<file path="src/rtl/id_ex_reg.sv">
// ID/EX pipeline register: captures control bundles and ID-stage operands for EX,
// with stall (hold) and flush (bubble). Optional perf counters under IDEX_PERF_CNT_EN.
module id_ex_reg #(
  parameter int XLEN = 32,
  parameter int REGW = 5
) (
  input  logic            clk,
  input  logic            rst_n,
  input  logic            stall,
  input  logic            flush,
  input  logic            id_valid,
  input  logic [10:0]     EX_signal_in,
  input  logic [4:0]      MEM_signal_in,
  input  logic [4:0]      WB_signal_in,
  input  logic [XLEN-1:0] id_pc,
  input  logic [XLEN-1:0] id_rs1_data,
  input  logic [XLEN-1:0] id_rs2_data,
  input  logic [XLEN-1:0] id_imm,
  input  logic [REGW-1:0] id_rs1,
  input  logic [REGW-1:0] id_rs2,
  input  logic [REGW-1:0] id_rd,
  input  logic [2:0]      id_funct3,
  output logic            ex_valid,
  output logic [10:0]     EX_signal_out,
  output logic [4:0]      MEM_signal_out,
  output logic [4:0]      WB_signal_out,
  output logic [XLEN-1:0] ex_pc,
  output logic [XLEN-1:0] ex_rs1_data,
  output logic [XLEN-1:0] ex_rs2_data,
  output logic [XLEN-1:0] ex_imm,
  output logic [REGW-1:0] ex_rs1,
  output logic [REGW-1:0] ex_rs2,
  output logic [REGW-1:0] ex_rd,
  output logic [2:0]      ex_funct3,
  output logic [31:0]     bubble_cnt,
  output logic [31:0]     stall_cnt
);

  // Reset and flush both produce an all-zero bubble; reset simply wins the priority.
  logic clear;
  assign clear = !rst_n || flush;

  // NOTE: sequential state uses non-blocking (<=) so every register samples pre-edge values.
  always_ff @(posedge clk) begin
    if (clear) begin
      // NOTE: every pipeline field is reset, not just valid, so EX never sees stale operands.
      ex_valid       <= 1'b0;
      EX_signal_out  <= '0;
      MEM_signal_out <= '0;
      WB_signal_out  <= '0;
      ex_pc          <= '0;
      ex_rs1_data    <= '0;
      ex_rs2_data    <= '0;
      ex_imm         <= '0;
      ex_rs1         <= '0;
      ex_rs2         <= '0;
      ex_rd          <= '0;
      ex_funct3      <= '0;
    end else if (!stall) begin
      // An invalid ID slot must not carry live control into EX, whatever the mux sent.
      ex_valid       <= id_valid;
      EX_signal_out  <= id_valid ? EX_signal_in  : '0;
      MEM_signal_out <= id_valid ? MEM_signal_in : '0;
      WB_signal_out  <= id_valid ? WB_signal_in  : '0;
      ex_pc          <= id_pc;
      ex_rs1_data    <= id_rs1_data;
      ex_rs2_data    <= id_rs2_data;
      ex_imm         <= id_imm;
      ex_rs1         <= id_rs1;
      ex_rs2         <= id_rs2;
      ex_rd          <= id_rd;
      ex_funct3      <= id_funct3;
    end
  end

`ifdef IDEX_PERF_CNT_EN
  logic [31:0] bubble_cnt_q;
  logic [31:0] stall_cnt_q;
  logic        bubble_ev;
  logic        stall_ev;

  assign bubble_ev = flush || (!stall && !id_valid);
  assign stall_ev  = stall && !flush;

  // Saturating counters: they pin at all-ones instead of wrapping.
  always_ff @(posedge clk) begin
    if (!rst_n) begin
      bubble_cnt_q <= '0;
      stall_cnt_q  <= '0;
    end else begin
      if (bubble_ev && (bubble_cnt_q != '1)) bubble_cnt_q <= bubble_cnt_q + 32'd1;
      if (stall_ev && (stall_cnt_q != '1))   stall_cnt_q  <= stall_cnt_q + 32'd1;
    end
  end

  assign bubble_cnt = bubble_cnt_q;
  assign stall_cnt  = stall_cnt_q;
`else
  assign bubble_cnt = '0;
  assign stall_cnt  = '0;
`endif

endmodule

</file>
<file path="config.mk">
export PLATFORM = sky130hd
export DESIGN_NAME = id_ex_reg
export DESIGN_NICKNAME = d
export VERILOG_FILES = /design/src/rtl/id_ex_reg.sv
export SDC_FILE = /design/constraint.sdc
export NUM_CORES = 1
export LEC_CHECK = 0
export BUFFER_PORTS_ARGS = -buffer_cell sky130_fd_sc_hd__buf_2
export CAP_MARGIN = 5
export CELL_PAD_IN_SITES_DETAIL_PLACEMENT = 1
export CELL_PAD_IN_SITES_GLOBAL_PLACEMENT = 2
export CORE_ASPECT_RATIO = 1.1
export CORE_MARGIN = 5
export CORE_UTILIZATION = 25
export DETAILED_ROUTE_END_ITERATION = 10
export PLACE_DENSITY = 0.88
export SLEW_MARGIN = 20
export SYNTH_ARGS = -nofsm -noshare
export SYNTH_HDL_FRONTEND = slang
export SYNTH_SLANG_ARGS = --single-unit
</file>
<file path="constraint.sdc">
create_clock -name clk -period 1.4 [get_ports clk]
set_input_delay 0.07 -clock clk [delete_from_list [all_inputs] [get_ports clk]]
set_output_delay 0.07 -clock clk [all_outputs]
set_load 0.01 [all_outputs]
</file>
==> tab_implementation.tex <==
\begin{tabular}{lr}
\hline
Metric & Value \\
\hline
\multicolumn{2}{l}{\textbf{Status}} \\
\quad Result of the run & finished clean \\
\multicolumn{2}{l}{\textbf{Detailed routing}} \\
\quad Remaining number of nets flagged by the antenna check after routing & 0 \\
\quad Total Routed Length & about 25000 µm \\
\quad Final routed wire length divided by cell count & $\sim$16 µm \\
\quad Avg Vias per Cell & between 4 and 5 \\
\quad DRC errors left & 0 \\
\quad Drt first-iter violations & about 170 \\
\quad Drt first pass iters & 4 \\
\quad Vias after detailed routing & around 6.1k \\
\multicolumn{2}{l}{\textbf{Worst setup path}} \\
\quad Worst-path maximum fanout & 1 \\
\quad Setup CP Type & input pin to register \\
\quad Startpoint Class & input pin \\
\quad Setup slack of the worst register-to-register path & 0.24 ns \\
\quad Critical Path Slowest Stage Cell & sky130\_fd\_sc\_hd\_\_dlygate4sd3\_1 \\
\quad Most used cell, CP & sky130\_fd\_sc\_hd\_\_dlygate4sd3\_1 \\
\quad WP data required & between 1.5 and 2 ns \\
\quad Endpoint kind of the worst setup timing path & register \\
\quad Worst endpoint data arrival time & roughly 1.5 ns \\
\quad Critical path cell sequence & dlygate4sd3\_1 -> buf\_2 -> nand3b\_1 -> a21oi\_1 -> dlygate4sd3\_1 \\
\quad Slowest cell delay on critical path & just under 0.6 ns \\
\multicolumn{2}{l}{\textbf{Synth}} \\
\quad Area share of xor/xnor cells in the synthesized design & 0\% \\
\quad Synth Area in Compound Gates & roughly 1.6\% \\
\quad Post-synthesis instance area & about 6500 µm² \\
\quad Post-synthesis cell count & 633 \\
\quad Number of synthesized register bits & roughly 170 \\
\quad Adder-cell share of the synthesized area & 0\% \\
\quad Mux cell area share after synthesis & a little under a quarter \\
\quad Combinational family with the most area after synthesis & multiplexers \\
\quad Yosys Warn Count & 0 \\
\quad Sequential share of the synthesized area & 51.77\% \\
\quad Avg Inst Size Synth & slightly above 10 µm² \\
\quad Basic-gate share of the synthesized area counting and, or, nand and nor cells & 12.23\% \\
\quad Unique cell type count in the Yosys netlist & 13 \\
\multicolumn{2}{l}{\textbf{Place}} \\
\quad DP Wirelength & $\sim$16000 µm \\
\quad Placement-stage worst setup slack & approximately 0.34 ns \\
\quad Port-buffer cells & 339 \\
\quad Routability-driven placement congestion ratio & 0.7579 \\
\quad Total cell area at the placement stage & approximately 8300 µm² \\
\quad Post-Place Cells & around 1.3k \\
\multicolumn{2}{l}{\textbf{STA}} \\
\quad Setup violators final & 0 \\
\quad Setup repair after global routing missed its margin & false \\
\quad Endpoints failing hold & 0 \\
\quad Total negative setup slack & 0 ns \\
\quad Max Freq & approximately 0.84 GHz \\
\quad Clock skew after layout & 0 ns \\
\quad Post-route minimum period & 1.184 ns \\
\quad Final critical-path setup slack & roughly 0.22 ns \\
\quad Post-route clock period utilization & between 80\% and 90\% \\
\quad Number of pins with negative max-slew slack in the final report & 0 \\
\quad Post-route worst hold slack & around 0.027 ns \\
\multicolumn{2}{l}{\textbf{Pwr}} \\
\quad Pwr Density & 1052 nW/µm² \\
\quad Leakage component of the power & 5.410 nW \\
\quad Overall power & between 10 and 15 mW \\
\quad Worst supply voltage drop on vdd & $\sim$0.58 mV \\
\multicolumn{2}{l}{\textbf{GRT}} \\
\quad Met1 Use GR & between 15 and 20\% \\
\quad Most crowded layer after global routing & met2 \\
\quad Total track usage & around 16\% \\
\quad M3 GR Usage & 5.174\% \\
\quad Maximum number of pins on one net before global-route repair & 60 \\
\quad Initial antenna violation count & 2 \\
\quad Global Route met2 Usage & between 30\% and 40\% \\
\quad Congestion Overflow GR & 0 \\
\quad Wire length of the first global-routing pass & around 37000 µm \\
\quad Number of global-route vias before repair & roughly 7k \\
\multicolumn{2}{l}{\textbf{Final layout}} \\
\quad Most common cell after layout, fill and taps aside & sky130\_fd\_sc\_hd\_\_buf\_2 \\
\quad Design Area, Final & around 11000 µm² \\
\quad Final Non-Filler Cells & 1500 \\
\quad Synth-to-layout area growth & 63.77\% \\
\quad Leading cell types in the layout, fill and taps excluded & sky130\_fd\_sc\_hd\_\_buf\_2, sky130\_fd\_sc\_hd\_\_dlygate4sd3\_1, sky130\_fd\_sc\_hd\_\_dfxtp\_1 \\
\quad Final standard cell utilization of the core & between 40\% and 50\% \\
\quad Post-layout nets & about 1.3k \\
\quad Share of cells above drive strength 1 & roughly 34\% \\
\multicolumn{2}{l}{\textbf{Clocking}} \\
\quad Clock Latency Late Sink & approximately 0.42 ns \\
\quad Clock transition at the registers of the reported paths & around 0.070 ns \\
\quad Clock tree root driver cell & sky130\_fd\_sc\_hd\_\_clkbuf\_16 \\
\quad H-tree level count & 4 \\
\quad TritonCTS clock tree & done \\
\quad Clk sink count & between 150 and 200 \\
\quad Maximum buffer depth of the clock tree & 2 \\
\quad CTS buffer count & 17 \\
\multicolumn{2}{l}{\textbf{Floorplan}} \\
\quad Io pins & between 400 and 500 \\
\quad Initial cell density of the core & about a quarter \\
\quad Die boundary width & 163.7 µm \\
\quad Cell row count & 61 \\
\quad Die footprint & 29310 µm² \\
\quad Core area & roughly 25000 µm² \\
\quad DIE HEIGHT & 179.1 µm \\
\multicolumn{2}{l}{\textbf{Job}} \\
\quad Max-cap violations & 0 \\
\multicolumn{2}{l}{\textbf{Min path}} \\
\quad Hold Path Class & input pin to register \\
\hline
\end{tabular}
==> flip-flops by register name, indices dropped and copies added, names as in the netlist <==
signal          count
ex_imm             32
ex_pc              32
ex_rs1_data        32
ex_rs2_data        32
EX_signal_out      11
MEM_signal_out      5
WB_signal_out       5
ex_rd               5
ex_rs1              5
ex_rs2              5
ex_funct3           3
ex_valid            1
==> critical path, delay by kind of cell <==
kind	cells	cell delay, ns
and+or+nand+nor	1	0.07
AOI/OAI and AO/OA	1	0.18
buffers and inverters	3	1.22
==> final cells by class <==
cell class	count	area, µm²
Antenna cell	2	5.005
Fill cell	2974	14780
Clock buffer	17	425.4
Timing Repair Buffer	530	3661
Clock inverter	15	132.6
Sequential cell	168	3363
Tap cell	346	432.9
Multi-Input combinational cell	422	2619
==> logic make-up (layout without fill, tap and decap cells) <==
kind of cell / Yosys count / count (layout)
buf+inv: 106 / 562
mux: 147 / 147
simple gates: 190 / 190
other cells: 1 / 66
flops: 168 / 168
compound gates: 21 / 21
==> repair_timing <==
item | CTS | global route
endpoints found under the setup margin | 0 | 0
hold buffers | 173 | 0
endpoints found under the hold margin | 167 | 0
gates resized for setup | 0 | 0
setup buffers | 0 | 0
==> cells in the mapped netlist (all sizes together) <==
library cell	instances	area share, %
nand3b	21	2.4
mux2i	147	23
clkbuf	7	0.40
buf	99	11
nor2	147	8.5
conb	1	0.058
nand2	21	1.2
a21oi	21	1.6
nand2b	1	0.096
dfxtp	168	52
==> power breakdown <==
| part | total [mW] | internal (mW) | switching [mW] |
|---|---|---|---|
| Combinational | 1.62 | 0.866 | 0.754 |
| Clock | 4.56 | 2.35 | 2.21 |
| Sequential | 5.01 | 4.93 | 0.0815 |
==> worst paths after layout <==
kind / end / cells past startpoint / from
hold / removal: ex_imm[8] / 3 / stall
hold reg to reg: EX_signal_out[6] / 2 / EX_signal_out[6]
setup reg to reg: EX_signal_out[4] / 3 / EX_signal_out[4]
setup / recovery: EX_signal_out[4] / 5 / EX_signal_in[4]
==> per-layer routing <==
layer	vias to the layer above	routed length, µm
li1	2961	-
met1	2885	8869
met2	264	13180
met3	37	1904
met4	0	730
met5	-	0
Note: power is estimated with default switching activity, not from simulation.
